**src/rtl/ifetch_queue_if.sv**
```systemverilog
// Fetch-side bus bundle: icache request/response pair plus the decoder-facing
// queue head handshake. The master modport is the fetch unit's view.
interface ifetch_queue_if;
  logic        icache_req_valid;
  logic [31:0] icache_req_addr;
  logic        icache_resp_valid;
  logic [31:0] icache_resp_instr;
  logic        iq_valid;
  logic [31:0] iq_instr;
  logic [31:0] iq_pc;
  logic        iq_ready;

  modport master (
    output icache_req_valid, icache_req_addr,
    input  icache_resp_valid, icache_resp_instr,
    output iq_valid, iq_instr, iq_pc,
    input  iq_ready
  );

  modport slave (
    input  icache_req_valid, icache_req_addr,
    output icache_resp_valid, icache_resp_instr,
    input  iq_valid, iq_instr, iq_pc,
    output iq_ready
  );
endinterface

```
**src/rtl/ifetch_queue.sv**
```systemverilog
// Instruction fetch unit with a show-ahead instruction queue feeding decode.
// One icache word request is outstanding at a time; fall-through prediction
// (pc+4), redirected by flush_in. A flush while a request is in flight moves
// to DRAIN so the stale response is swallowed instead of enqueued.
module ifetch_queue #(
  parameter int unsigned DEPTH_LOG = 4,
  parameter logic [31:0] RESET_PC  = 32'h0000_0000
) (
  input  logic                  clk_in,
  input  logic                  rst_n_in,
  input  logic                  rdy_in,
  input  logic                  flush_in,
  input  logic [31:0]           flush_pc_in,
  ifetch_queue_if.master        bus
);

  localparam int unsigned          DEPTH   = 1 << DEPTH_LOG;
  localparam logic [DEPTH_LOG:0]   FULL    = (DEPTH_LOG + 1)'(DEPTH);
  localparam logic [DEPTH_LOG-1:0] PTR_ONE = DEPTH_LOG'(1);

  typedef enum logic [1:0] {IDLE, WAIT, DRAIN} state_t;

  typedef struct packed {
    logic [31:0] pc;
    logic [31:0] instr;
  } entry_t;

  state_t               state, state_d;
  entry_t               mem [DEPTH];
  logic [DEPTH_LOG-1:0] head, tail;
  logic [DEPTH_LOG:0]   count, count_after_pop;
  logic [31:0]          pc, pc_d;
  logic                 req_valid, req_valid_d;
  logic [31:0]          req_addr, req_addr_d;
  logic                 not_empty, pop, push, flush;

  // rdy_in low freezes everything except response capture, so a flush only
  // acts while the pipeline is running.
  assign flush           = flush_in & rdy_in;
  assign not_empty       = (count != '0);
  assign pop             = not_empty & bus.iq_ready & rdy_in & ~flush_in;
  assign count_after_pop = count - {{DEPTH_LOG{1'b0}}, pop};

  assign bus.iq_valid         = not_empty;
  assign bus.iq_pc            = mem[head].pc;
  assign bus.iq_instr         = mem[head].instr;
  assign bus.icache_req_valid = req_valid;
  assign bus.icache_req_addr  = req_addr;

  // Next-state and next registered outputs; flush overrides every state.
  always_comb begin
    // NOTE: every output of this block gets a default first, so no path can infer a latch.
    state_d     = state;
    pc_d        = pc;
    req_valid_d = req_valid;
    req_addr_d  = req_addr;
    push        = 1'b0;
    if (flush) begin
      pc_d        = flush_pc_in;
      req_valid_d = 1'b0;
      // A request still in flight (WAIT, or DRAIN already waiting) must have
      // its response swallowed; a response landing now is simply dropped.
      state_d     = (state != IDLE && !bus.icache_resp_valid) ? DRAIN : IDLE;
    end else begin
      case (state)
        IDLE: begin
          // Space check uses post-pop occupancy; no push can happen in IDLE.
          if (rdy_in && count_after_pop < FULL) begin
            req_valid_d = 1'b1;
            req_addr_d  = pc;
            state_d     = WAIT;
          end
        end
        WAIT: begin
          // Captured even when rdy_in is low: the icache never retries.
          if (bus.icache_resp_valid) begin
            push        = 1'b1;
            pc_d        = pc + 32'd4;
            req_valid_d = 1'b0;
            state_d     = IDLE;
          end
        end
        DRAIN: begin
          if (bus.icache_resp_valid) state_d = IDLE;
        end
        default: state_d = IDLE;
      endcase
    end
  end

  // FSM state register.
  always_ff @(posedge clk_in or negedge rst_n_in) begin
    // NOTE: sequential state uses non-blocking assignments so every flop samples pre-edge values.
    if (!rst_n_in) state <= IDLE;
    else           state <= state_d;
  end

  // Fetch PC, request registers and queue pointers/occupancy.
  always_ff @(posedge clk_in or negedge rst_n_in) begin
    if (!rst_n_in) begin
      pc        <= RESET_PC;
      req_valid <= 1'b0;
      req_addr  <= '0;
      head      <= '0;
      tail      <= '0;
      count     <= '0;
    end else begin
      pc        <= pc_d;
      req_valid <= req_valid_d;
      req_addr  <= req_addr_d;
      if (flush) begin
        head  <= tail;
        count <= '0;
      end else begin
        if (push) tail <= tail + PTR_ONE;
        if (pop)  head <= head + PTR_ONE;
        count <= count_after_pop + {{DEPTH_LOG{1'b0}}, push};
      end
    end
  end

  // Queue storage write port.
  always_ff @(posedge clk_in) begin
    // NOTE: storage is not reset; count gates iq_valid, so stale contents are never consumed.
    if (push) mem[tail] <= '{pc: pc, instr: bus.icache_resp_instr};
  end

endmodule
```
**src/flat_wrapper.sv**
```systemverilog
// flat-port wrapper written by rule: the top's interface ports become plain ports
module ifetch_queue_flat 
#(
  parameter int unsigned DEPTH_LOG = 4,
  parameter logic [31:0] RESET_PC  = 32'h0000_0000
)
  (clk_in, rst_n_in, rdy_in, flush_in, flush_pc_in, bus_icache_req_valid, bus_icache_req_addr, bus_icache_resp_valid, bus_icache_resp_instr, bus_iq_valid, bus_iq_instr, bus_iq_pc, bus_iq_ready);
  ifetch_queue_if bus_i ();
  input  logic clk_in;
  input  logic rst_n_in;
  input  logic rdy_in;
  input  logic flush_in;
  input  logic [31:0] flush_pc_in;
  output wire logic [$bits(bus_i.icache_req_valid)-1:0] bus_icache_req_valid;
  output wire logic [$bits(bus_i.icache_req_addr)-1:0] bus_icache_req_addr;
  input wire logic [$bits(bus_i.icache_resp_valid)-1:0] bus_icache_resp_valid;
  input wire logic [$bits(bus_i.icache_resp_instr)-1:0] bus_icache_resp_instr;
  output wire logic [$bits(bus_i.iq_valid)-1:0] bus_iq_valid;
  output wire logic [$bits(bus_i.iq_instr)-1:0] bus_iq_instr;
  output wire logic [$bits(bus_i.iq_pc)-1:0] bus_iq_pc;
  input wire logic [$bits(bus_i.iq_ready)-1:0] bus_iq_ready;
  assign bus_icache_req_valid = bus_i.icache_req_valid;
  assign bus_icache_req_addr = bus_i.icache_req_addr;
  assign bus_i.icache_resp_valid = bus_icache_resp_valid;
  assign bus_i.icache_resp_instr = bus_icache_resp_instr;
  assign bus_iq_valid = bus_i.iq_valid;
  assign bus_iq_instr = bus_i.iq_instr;
  assign bus_iq_pc = bus_i.iq_pc;
  assign bus_i.iq_ready = bus_iq_ready;
  ifetch_queue #(.DEPTH_LOG(DEPTH_LOG), .RESET_PC(RESET_PC)) u_core (.clk_in(clk_in), .rst_n_in(rst_n_in), .rdy_in(rdy_in), .flush_in(flush_in), .flush_pc_in(flush_pc_in), .bus(bus_i));
endmodule
```
**config.mk**
```make
export PLATFORM = sky130hd
export DESIGN_NAME = ifetch_queue_flat
export DESIGN_NICKNAME = d
export VERILOG_FILES = /design/src/rtl/ifetch_queue_if.sv /design/src/rtl/ifetch_queue.sv /design/src/flat_wrapper.sv
export SDC_FILE = /design/constraint.sdc
export NUM_CORES = 1
export LEC_CHECK = 0
export CORE_ASPECT_RATIO = 1.4
export CORE_MARGIN = 8
export CORE_UTILIZATION = 35
export DETAILED_ROUTE_END_ITERATION = 10
export PLACE_DENSITY = 0.6
export SLEW_MARGIN = 20
export SYNTH_ARGS = -nofsm -noshare
export SYNTH_HDL_FRONTEND = slang
export SYNTH_SLANG_ARGS = --single-unit
```
**constraint.sdc**
```tcl
create_clock -name clk_in -period 6.8 [get_ports clk_in]
set_input_delay 1.02 -clock clk_in [delete_from_list [all_inputs] [get_ports clk_in]]
set_output_delay 1.02 -clock clk_in [all_outputs]
set_load 0.05 [all_outputs]
```
## Word level (Yosys, flattened, before mapping)

Memories as Yosys holds them, arrays and structs flattened.
Index checks and enable logic that the tools add are counted.

| word-level totals | value |
|---|---|
| memories | 1 |
| bits of input ports | 70 |
| memory bits (writable) | 1024 |
| output and inout port bits | 98 |
| register bits after elaboration | 80 |
| word-level logic and storage cells | 61 |

Memories:

| memory | words | bits a word | rd ports | clocked after Yosys merged registers in | wr ports | line | RTL |
|---|---|---|---|---|---|---|---|
| u_core.mem | 16 | 64 | 1 | 0 | 1 | ifetch_queue.sv:29 | `entry_t mem [DEPTH];` |

| cells by class | value |
|---|---|
| magnitude comparators | 1 |
| reductions and logical operators | 16 |
| multiplexer cells | 20 |
| equal/unequal tests | 5 |
| bitwise operators | 6 |
| add/sub/neg operators | 5 |

Operators by type and width:

| operator | count |
|---|---|
| $mux W32 | 3 |
| $add A32 B3 Y32 const B | 1 |
| $add A4 B1 Y4 const B | 2 |
| $mux W1 | 8 |
| $mux W2 | 4 |
| $mux W4 | 2 |
| $reduce_bool A2 Y1 | 4 |
| $ne A3 B1 Y1 const B | 2 |
| $reduce_and A2 Y1 | 3 |
| $reduce_and A3 Y1 | 2 |
| $add A5 B1 Y5 | 1 |
| $lt A5 B5 Y1 const B | 1 |
| $mux W5 | 1 |
| $reduce_bool A5 Y1 | 1 |
| $sub A5 B1 Y5 | 1 |
| $and A1 B1 Y1 | 4 |
| $pmux W2 S2 | 1 |
| $ne A3 B2 Y1 const B | 1 |
| $reduce_bool A3 Y1 | 1 |
| $eq A2 B1 Y1 const B | 1 |
| $eq A2 B2 Y1 const B | 1 |
| $logic_and A1 B1 Y1 | 2 |
| $logic_not A2 Y1 | 1 |
| $not A1 Y1 | 2 |
| other kinds (3) | 3 |

## Logic depth before layout (Yosys ltp)

Gate-level depths: netlist of the first run.

| depth | value |
|---|---|
| depth after elaboration | 10 |
| gate-level depth with buffers | 11 |
| depth with buffers taken out | 10 |

## Worst setup path before layout of the first run

Ideal clock, no wire load.

| timing path | value |
|---|---|
| kind | input to register |
| start point | input bus_icache_resp_valid |
| end point | memory u_core.mem[7][0] (netlist bit) (enable) |
| stages on the path | 4 |
| required time | 6.235 ns |
| slack | 0.398 ns |
| arrival | 5.837 ns |
| library setup time | 0.565 ns |
| path buffers | 1 |
| path through | and2_0 > clkbuf_1 > nand3_1 > nor3_1 |

| on the way | value |
|---|---|
| longest elaborated chain between the ends | 5 |

RTL lines:

| what | line | RTL |
|---|---|---|
| start, declared | flat_wrapper.sv:16 | `input wire logic [$bits(bus_i.icache_resp_valid)-1:0] bus_icache_resp_valid;` |
| $mux W1 | ifetch_queue.sv:76 | `if (bus.icache_resp_valid) begin` |
| $mux W1 | ifetch_queue.sv:65 | `case (state)` |
| $mux W1 | ifetch_queue.sv:58 | `if (flush) begin` |
| $mux W1 | ifetch_queue.sv:125 | `if (push) mem[tail] <= '{pc: pc, instr: bus.icache_resp_instr};` |
| $mux W1 (not written as such) | ifetch_queue.sv:125 |  |
| end, declared | ifetch_queue.sv:29 |  |

No other way between the ends.

## Worst setup path in the final report of the first run

| timing path | value |
|---|---|
| start point | register u_core.head[0] |
| end point | output bus_iq_instr[10] |

| on the way | value |
|---|---|
| longest elaborated chain between the ends | 1 |

RTL lines:

| what | line | RTL |
|---|---|---|
| start, declared | ifetch_queue.sv:30 | `logic [DEPTH_LOG-1:0] head, tail;` |
| start signal, assigned | ifetch_queue.sv:112 | `head <= tail;` |
| start signal, assigned | ifetch_queue.sv:116 | `if (pop) head <= head + PTR_ONE;` |
| $mem_v2 Z16 W64 | - |  |
| end, declared | flat_wrapper.sv:19 | `output wire logic [$bits(bus_i.iq_instr)-1:0] bus_iq_instr;` |

No other way between the ends.

==> impl_results.md, run 1 <==
* CTS HTree Levels at 3
* CTS sink count at 1,104
* Average vias per placed instance at 5.34
* Startpoint types: flip-flop
* Req. time, crit path at 5.78 ns
* Post-DP HPWL at 58,100 µm
* P&R area growth vs syn at 16.5%
* RR Endpoint: u_core.bus.icache_req_addr[4]$_DFFE_PN0P_
* # DRC at 0
* Leakage at ~17 nW
* Metal-1 WL at about 44,000 µm
* Num rows at 152
* Net Count, Synth at 2,328
* Pre-CTS setup slack at 2.14 ns
* Die width at 312 µm
* Starting Density at 35.2%
* Mapped Cells at 2,246
* Top cell type's share of synthesized area at 71.6%
* WL final at 106,000 µm
* Mean Syn Cell Area at 19.1 µm²
* Unique masters post-synth at 55
* Grt ovf at 0
* Vias in the first global route at approximately 23,000
* Chip height at 430 µm
* Worst IR drop on VDD at 0.347 mV
* R2R setup slack at roughly 3 ns
* Post-route cell area at 50,000 µm²
* Hold crit path type: in -> async
* Pre-Repair DR Iteration Count at 5
* Gpl congestion at 0.747
* Post-synth top flop: edfxtp_1
* Total number of vias at ~22,000
* Clk Tree Root Cell: clkbuf_16
* Area after DPL at between 40,000 and 50,000 µm²
* Critical path capture point type: output port
* Most numerous cell in the Yosys netlist: edfxtp_1
* Core area at 122,000 µm²
* Outcome: complete, no violations
* Num ports at 168
* Clock transition at path regs at 0.06 ns
* Fraction of registers with async set/reset at 7.25%
* Total of max-cap violations at 0
* Post-Syn Area at 42,900 µm²
* Final WS setup at 1.52 ns
* First-pass GRT wire length at ~160,000 µm
* CP max FO at 77
* Pwr Density at 425 nW/µm²
* Clock latency on the worst-skew pair at 0.69 ns
* Gr usage total at 15.4%
* Min Tclk post-route at 5.28 ns
* Initial antenna violation count at 8
* Hold slack at about 0.12 ns
* Synth warn at 0
* CTS Buffer Depth at 3
* Multi-input logic area at 9680 µm²
* DRT iter0 DRCs at approximately 1,800
* Fill cells at 10,800
* Routed Antenna Nets at 0
* Met2 WL post-DR at 53,700 µm
* CTS tree: yes
* CTS Hold Bufs at 0
* Post-synth EDFFs at around 1,000
* Util after Layout at between 40% and 50%
* CP Class: reg -> out
* # resized after CTS at 0
* Fin nets at 2,521
* Number of buffers created by CTS at 100
* Final setup fails at 0
* Uppermost layer routed: met5
* Seq/Total Area, Yosys at around three quarters
* Synth cell count leaders: 1,024 x edfxtp_1, 257 x mux2i_1, 128 x a221oi_1, 128 x mux4_2, 108 x nand2_1
* Final slew viol count at 0
* Fmax achieved at 189 MHz
* Worst-margin pin slew at roughly 1.1 ns
* Drt wl/cell at roughly 26 µm
* Largest area contributor in the netlist: edfxtp_1
* Share of cells above drive strength 1 at 15.1%
* RSZ-0062 raised after global routing: false
* Largest net degree at the start of global routing at 85
* Hold Fails Final Rpt at 0
* Skew final at between 0.03 and 0.04 ns
* Main area contributors after synthesis: edfxtp_1 72%, mux4_2 6.7%, mux2i_1 6.0%
* Max-slew headroom at 24.6%
* CP Data Arrival Time at 4.26 ns
* R2r startpoint: u_core.count[2]$_DFF_PN0_
* DR WL met3 at roughly 5600 µm
* Sum Neg Setup Slack at 0 ns
* Die area at 134,000 µm²
* Port-buffer cells at 167
* Reg area at 32,800 µm²
* FF+latch count, synth at 1,104
* Post-CTS Setup Bufs at 0
* Final period utilization at 77.7%
* R2R depth at 10
through the flow:
step | std cells | total power, mW
CTS | 4140 | 21.6
global route | 4142 | 22.2
finish | 4143 | 21.3
detailed placement | 3954 | 15.8
global placement | 3950 | 15.8
floorplan | 2246 | 13.2
worst max-delay path by stage:
| stage | start | end | slack [ns] | cells past startpoint |
|---|---|---|---|---|
| floorplan | bus_icache_resp_valid | u_core.mem[7][0]$_DFFE_PP_ | 0.40 | 4 |
| global placement | u_core.head[0]$_DFFE_PN0P_ | bus_iq_instr[10] | 2.17 | 6 |
| detailed placement | u_core.head[0]$_DFFE_PN0P_ | bus_iq_instr[10] | 2.14 | 6 |
| CTS | u_core.head[0]$_DFFE_PN0P_ | bus_iq_instr[10] | 1.36 | 6 |
| global route | u_core.head[0]$_DFFE_PN0P_ | bus_iq_instr[10] | 1.24 | 6 |
| finish | u_core.head[0]$_DFFE_PN0P_ | bus_iq_instr[10] | 1.52 | 6 |
routing by layer:
metal / track usage (%) / vias up
met4: 4.89 / 2
li1: - / 9645
met3: 2.92 / 153
met2: 26.6 / 626
met5: 0 / -
met1: 19.6 / 11700
registers in the layout, indices dropped and copies added (netlist names):
name	flops
u_core.mem	1024
u_core.bus.icache_req_addr	32
u_core.pc	32
u_core.count	5
u_core.head	4
u_core.tail	4
u_core.state	2
u_core.bus.icache_req_valid	1
cells in the final DEF (no fill, tap or decap), drive strengths merged, types with 50 or more instances in the layout:
cell	count
buf	50
o21ai	81
mux2i	257
dfrtp	80
mux4	128
nand2	108
clkdlybuf4s50	166
clkbuf	120
a221oi	128
a22oi	64
edfxtp	1024
cell families after synthesis:
| kind of cell | after synthesis | share of synthesized area, % |
|---|---|---|
| flops | 1104 | 76.3 |
| mux | 419 | 13.6 |
| compound gates | 317 | 5.41 |
| simple gates | 235 | 2.65 |
| buf+inv | 142 | 1.37 |
| xor+xnor | 17 | 0.347 |
| fa+ha+maj | 12 | 0.350 |
critical path: stages (launching register included):
cell and delay (ns):
dfrtp_4 1.07, buf_12 0.53, mux2i_1 0.15, a221oi_1 0.64, o21ai_0 0.16, nand2_1 0.12, clkdlybuf4s50_1 0.81
power by group:
part           total (mW)  internal [mW]  switching (mW)
Clock                5.71           3.25            2.46
Sequential           8.40           7.84           0.567
Combinational        7.16           2.65            4.52
final cells by class:
cell class / count / area share, %
clock buffer: 120 / 5.24
tap: 1617 / 4.04
sequential: 1104 / 65.5
clock inverter: 66 / 1.35
inverter: 17 / 0.130
antenna: 3 / 0.0150
multi-input combinational: 1000 / 19.4
timing repair buffer: 216 / 4.38
Power figures use the tool's default switching activity.
==> run 2, diff against run 1 <==
--- a/config.mk
+++ b/config.mk
@@ -9,7 +9,7 @@
 export CORE_MARGIN = 8
 export CORE_UTILIZATION = 35
 export DETAILED_ROUTE_END_ITERATION = 10
-export PLACE_DENSITY = 0.6
+export PLACE_DENSITY = 0.62
 export SLEW_MARGIN = 20
 export SYNTH_ARGS = -nofsm -noshare
 export SYNTH_HDL_FRONTEND = slang
==> constraint.sdc (replaced) <==
create_clock -name clk_in -period 4.7 [get_ports clk_in]
set_input_delay 0.705 -clock clk_in [delete_from_list [all_inputs] [get_ports clk_in]]
set_output_delay 0.705 -clock clk_in [all_outputs]
set_load 0.05 [all_outputs]
==> impl_results.md, run 2 (same netlist as run 1, synthesis figures left out) <==
* Worst IR drop on VDD at 0.497 mV
* Startpoint types: flip-flop
* CTS sink count at 1,104
* Clock latency on the worst-skew pair at about 0.68 ns
* Placed Cells at 3,964
* Fmax achieved at 229 MHz
* Die area at between 100,000 and 150,000 µm²
* Number of buffers created by CTS at 99
* # DRC at 0
* CP Data Arrival Time at 3.66 ns
* Die width at 312 µm
* Final period utilization at approximately 93%
* Final slew viol count at 0
* Fin nets at 2,531
* Clk Tree Root Cell: clkbuf_16
* Post-route cell area at ~50,000 µm²
* Total of max-cap violations at 0
* RR Endpoint: u_core.bus.icache_req_addr[6]$_DFFE_PN0P_
* Biggest register: u_core.mem
* CP Class: reg -> out
* Starting Density at about a third
* Port-buffer cells at 167
* Initial antenna violation count at 5
* Clock transition at path regs at 0.07 ns
* P&R area growth vs syn at 16.7%
* Largest stage delay, worst path at slightly below 0.9 ns
* Chip height at 430 µm
* Total number of vias at 22,100
* Post-CTS Setup Bufs at 0
* Gr usage total at 15.1%
* Cell family with the largest share of critical-path delay: buffers and inverters
* Vias in the first global route at around 23,000
* R2r startpoint: u_core.count[2]$_DFF_PN0_
* CTS Buffer Depth at 3
* Crit path launch: u_core.head[0]$_DFFE_PN0P_
* CP max FO at 38
* Worst-margin pin slew at about 1 ns
* R2R depth at 11
* R2R setup slack at around 1.2 ns
* WL final at around 100,000 µm
* Max reg flops at 1,024
* Most frequent cells in the layout: 1,024 x edfxtp_1, 257 x mux2i_1, 144 x clkdlybuf4s50_1
* CP max-delay cell: clkdlybuf4s50_1
* Outcome: complete, no violations
* Num rows at 152
* CTS tree: yes
* Min Tclk post-route at 4.37 ns
* Final setup fails at 0
* Skew final at 0.0197 ns
* Num ports at 168
* First-pass GRT wire length at 153,000 µm
* Hold Path Cell Cnt at 1
* Area after DPL at 46,900 µm²
* Largest net degree at the start of global routing at 98
* Core area at ~120,000 µm²
* DRT iter0 DRCs at 1,619
* Share of cells above drive strength 1 at 16.5%
* CTS HTree Levels at 3
* Hold path start: u_core.bus.icache_req_addr[0]$_DFFE_PN0P_
* Post-DP HPWL at approximately 56,000 µm
* RSZ-0062 raised after global routing: false
* Crit path buffers/inverters at 2
* Final non-filler cell total at 4,143
* Gpl congestion at 0.809
* Leakage at around 17 nW
* Pre-Repair DR Iteration Count at 5
* Hold crit path type: reg -> reg
* Routed Antenna Nets at 0
* Hold Fails Final Rpt at 0
* Most common cell after layout, fill and taps aside: edfxtp_1
* Drt wl/cell at 25.1 µm
* Pwr Density at slightly above 600 nW/µm²
* Req. time, crit path at 3.99 ns
* Grt ovf at 0
* Average vias per placed instance at between 5 and 6
* Critical path capture point type: output port
* Hold Path Sink: u_core.bus.icache_req_addr[0]$_DFFE_PN0P_
* Total power at 30.5 mW
* Worst-path cell chain: buf_4, mux2i_1, a221oi_1, o21ai_0, nand2_1, clkdlybuf4s50_1
* Max-slew headroom at between 30 and 40%
==> run 2: changes by cell type in the layout (fill, tap and decap cells not counted), moves of 2 or more <==
| cell | change |
|---|---|
| clkdlybuf4s50_1 | -22 |
| buf_12 | +19 |
| buf_4 | +15 |
| clkbuf_1 | -10 |
| clkinvlp_4 | +7 |
| bufinv_16 | -3 |
| clkbuf_16 | -3 |
| clkinv_1 | -3 |
| clkinv_2 | -3 |
| clkinvlp_2 | +3 |
| buf_16 | -2 |
==> run 2: worst max-delay path by stage <==
stage,endpoint,slack (ns),depth (start not counted)
6_report,bus_iq_pc[11],0.33,6
5_1_grt,bus_iq_pc[11],0.08,6
4_1_cts,bus_iq_pc[10],0.23,6
3_5_place_dp,u_core.bus.icache_req_addr[6]$_DFFE_PN0P_,0.78,12
3_3_place_gp,u_core.bus.icache_req_addr[6]$_DFFE_PN0P_,0.85,12
2_1_floorplan,u_core.mem[7][0]$_DFFE_PP_,-1.39,4
==> run 2: final cells by class <==
type                            instances  area [µm²]
Inverter                               17        65.1
Clock inverter                         68         653
Multi-Input combinational cell       1000        9680
Timing Repair Buffer                  227        2420
Tap cell                             1617        2020
Antenna cell                            3        7.51
Clock buffer                          107        2510
Sequential cell                      1104       32800
Fill cell                           10700       72000
==> run 2: stage by stage <==
step | utilization [%] | hold WS, ns | TNS, ns | setup slack, ns
3_5_place_dp | 38.4 | 0.494 | 0 | 0.777
4_1_cts | 41.0 | 0.488 | 0 | 0.226
5_1_grt | 41.0 | 0.539 | 0 | 0.0817
2_1_floorplan | - | 0.409 | -355.02 | -1.39
3_3_place_gp | 38.4 | 0.496 | 0 | 0.847
6_report | 41.0 | 0.510 | 0 | 0.334
==> run 2: routing by layer <==
layer  track usage, %  up-vias  part of all wire (%)
met2             26.5      653                    51
li1                 -     9665                     -
met1             19.2    11600                    42
met4             4.56        0                   2.5
met5                0        -                     0
met3             2.29      156                   4.9
==> run 2: what timing repair did <==
action	CTS	global route
resized for setup	0	0
endpoints found under the hold margin	39	0
hold buffers	1	0
==> run 2: report_power, final <==
| group | total (mW) | internal (mW) | switching [mW] |
|---|---|---|---|
| logic | 10.6 | 3.85 | 6.78 |
| registers | 11.9 | 11.3 | 0.601 |
| clock network | 7.92 | 4.41 | 3.50 |
==> run 2: worst register-to-register path, stage by stage, from the launching register on <==
cell      delay [ns]
dfrtp_1         0.41
or4_1           0.54
o21ai_1         0.25
clkinv_1        0.25
ha_1            0.26
ha_1            0.21
nor3b_1         0.16
xnor2_1         0.15
buf_4           0.16
and3_1          0.15
buf_4           0.39
mux2_2          0.41
==> run 3, diff against run 2 <==
--- a/config.mk
+++ b/config.mk
@@ -5,11 +5,14 @@
 export SDC_FILE = /design/constraint.sdc
 export NUM_CORES = 1
 export LEC_CHECK = 0
+export CELL_PAD_IN_SITES_DETAIL_PLACEMENT = 1
+export CELL_PAD_IN_SITES_GLOBAL_PLACEMENT = 2
 export CORE_ASPECT_RATIO = 1.4
 export CORE_MARGIN = 8
 export CORE_UTILIZATION = 35
 export DETAILED_ROUTE_END_ITERATION = 10
-export PLACE_DENSITY = 0.62
+export MAX_ROUTING_LAYER = met4
+export PLACE_DENSITY = 0.73
 export SLEW_MARGIN = 20
 export SYNTH_ARGS = -nofsm -noshare
 export SYNTH_HDL_FRONTEND = slang
==> impl_results.md, run 3 (same netlist as run 1, synthesis figures left out) <==
* Outcome: complete, no violations
* CP Class: reg -> out
* Core area at 122,000 µm²
* Num rows at ~150
* Skew final at approximately 0.025 ns
* Biggest register: u_core.mem
* Fill cells at 11,800
* Hold crit path type: in -> async
* Clock latency on the worst-skew pair at 0.70 ns
* Starting Density at 35.2%
* First-pass GRT wire length at about 170,000 µm
* Drt wl/cell at 27.2 µm
* Total of max-cap violations at 0
* Leakage at 17.0 nW
* DRT iter0 DRCs at 1,605
* CTS Buffer Depth at 3
* Reg power frac at 38.4%
* Max reg flops at 1,024
* Req. time, crit path at 3.99 ns
* Share of cells above drive strength 1 at 16.9%
* Pre-CTS setup slack at 0.623 ns
* Comb power frac at 34.7%
* Total power at 31.2 mW
* Reg area at ~33,000 µm²
* Clk Tree Root Cell: clkbuf_16
* Post-DP HPWL at 61,900 µm
* Startpoint types: flip-flop
* Pre-Repair DR Iteration Count at 7
* Post-CTS Setup Bufs at 0
* Vias in the first global route at 24,800
* Gpl congestion at 0.775
* P&R area growth vs syn at 17.4%
* Final slew viol count at 0
* CP max-delay cell: dfrtp_4
* Num ports at approximately 170
* Clock transition at path regs at around 0.070 ns
* CTS tree: yes
* Pwr Density at 619 nW/µm²
* Gr usage total at around 17%
* CP max FO at 47
* Worst-path cell chain: buf_12, mux2i_1, a221oi_1, o21ai_0, nand2_1, clkdlybuf4s50_1
* Largest stage delay, worst path at 0.83 ns
* Port-buffer cells at approximately 170
* CTS Hold Bufs at 0
* Die area at about 130,000 µm²
* # DRC at 0
* Int Pwr at 20.0 mW
* Critical path capture point type: output port
* Fmax achieved at 223 MHz
* Most common cell after layout, fill and taps aside: edfxtp_1
* Final setup fails at 0
* Clk pwr share at 26.9%
* Post-route cell area at 50,400 µm²
* Max-slew headroom at 42.4%
* RSZ-0062 raised after global routing: false
* Largest net degree at the start of global routing at 81
* Average vias per placed instance at 5.41
* Total number of vias at 22,500
* Final WS setup at slightly above 0.2 ns
* Worst IR drop on VDD at 0.724 mV
* Switching Fraction at 35.8%
* Initial antenna violation count at 4
* Number of buffers created by CTS at approximately 100
* Routed Antenna Nets at 0
* Most frequent cells in the layout: 1,024 x edfxtp_1, 257 x mux2i_1, 143 x clkdlybuf4s50_1
* Sw Pwr at 11.2 mW
* Final period utilization at 95.6%
* Multi-input logic area at 9680 µm²
* Die width at 312 µm
* Chip height at 430 µm
* Area after DPL at approximately 47,000 µm²
* Hold Fails Final Rpt at 0
* Fin nets at 2,537
* CP Data Arrival Time at 3.79 ns
* CTS sink count at 1,104
* Worst-margin pin slew at 0.864 ns
* Grt ovf at 0
* Min Tclk post-route at 4.49 ns
* CTS HTree Levels at 3
* # resized after CTS at 0
* WL final at 113,000 µm
## run 3: cell types whose count changed in the layout (fill, tap and decap cells not counted), sizes merged
| cell | previous run | this run |
|---|---|---|
| clkbuf | 107 | 119 |
| buf | 82 | 90 |
| clkinvlp | 11 | 3 |
| bufinv | 10 | 15 |
| inv | 20 | 22 |
| clkdlybuf4s50 | 144 | 143 |
| clkinv | 44 | 45 |
| diode | 3 | 2 |
| dlygate4sd3 | 1 | 0 |
## run 3: stage by stage
step | setup TNS [ns] | hold WS, ns | cells | utilization (%)
detailed placement | 0 | 0.487 | 3971 | 38.5
floorplan | -355.02 | 0.409 | 2246 | -
global route | 0 | 0.0702 | 4160 | 41.3
global placement | 0 | 0.493 | 3971 | 38.5
CTS | 0 | 0.0268 | 4158 | 41.3
finish | 0 | 0.0545 | 4160 | 41.3
## run 3: worst max-delay path: cells and delay by family (launching register included)
kind | cells | cell delay, ns
and+or+nand+nor | 1 | 0.19
DFF | 1 | 0.83
buffers and inverters | 2 | 1.23
AOI/OAI and AO/OA | 2 | 0.64
muxes | 1 | 0.15
## run 3: cell type report
| class | instances | share of cell area (%) |
|---|---|---|
| Antenna cell | 2 | 0.00993 |
| Tap cell | 1617 | 4.01 |
| Clock buffer | 119 | 5.19 |
| Multi-Input combinational cell | 1000 | 19.2 |
| Inverter | 17 | 0.129 |
| Clock inverter | 68 | 1.47 |
| Timing Repair Buffer | 233 | 4.95 |
| Sequential cell | 1104 | 65.0 |
## run 3: power by group through the flow
stage                     Clock [mW]  Combinational (mW)  Sequential [mW]
after global placement             0                10.8             12.1
after floorplan                    0                6.81             12.3
after global routing            8.89                11.5             12.1
final                           8.41                10.8             12.0
after CTS                       8.59                11.0             12.0
after detailed placement           0                11.0             12.2
## run 3: per-layer routing
metal  track usage [%]  vias up  routed length, µm
met5                 -        -                  0
met4              4.85        0               2720
met3              2.16      163               4220
met2              29.1      567              58300
met1              20.9    12100              48000
li1                  -     9695                  -
## run 3: path summary, 6_finish.rpt
| path | start | to | slack [ns] | depth (start not counted) |
|---|---|---|---|---|
| setup / recovery | u_core.head[0]$_DFFE_PN0P_ | bus_iq_instr[30] | 0.21 | 6 |
| hold / removal | rst_n_in | u_core.bus.icache_req_addr[3]$_DFFE_PN0P_ | 0.05 | 1 |
| setup reg to reg | u_core.count[2]$_DFF_PN0_ | u_core.bus.icache_req_addr[24]$_DFFE_PN0P_ | 1.08 | 11 |
| hold reg to reg | u_core.bus.icache_req_addr[29]$_DFFE_PN0P_ | u_core.bus.icache_req_addr[29]$_DFFE_PN0P_ | 0.51 | 1 |
| max in group asynchronous | rst_n_in | u_core.bus.icache_req_addr[22]$_DFFE_PN0P_ | 3.71 | 2 |
| min in group clk_in | u_core.bus.icache_req_addr[29]$_DFFE_PN0P_ | u_core.bus.icache_req_addr[29]$_DFFE_PN0P_ | 0.51 | 1 |
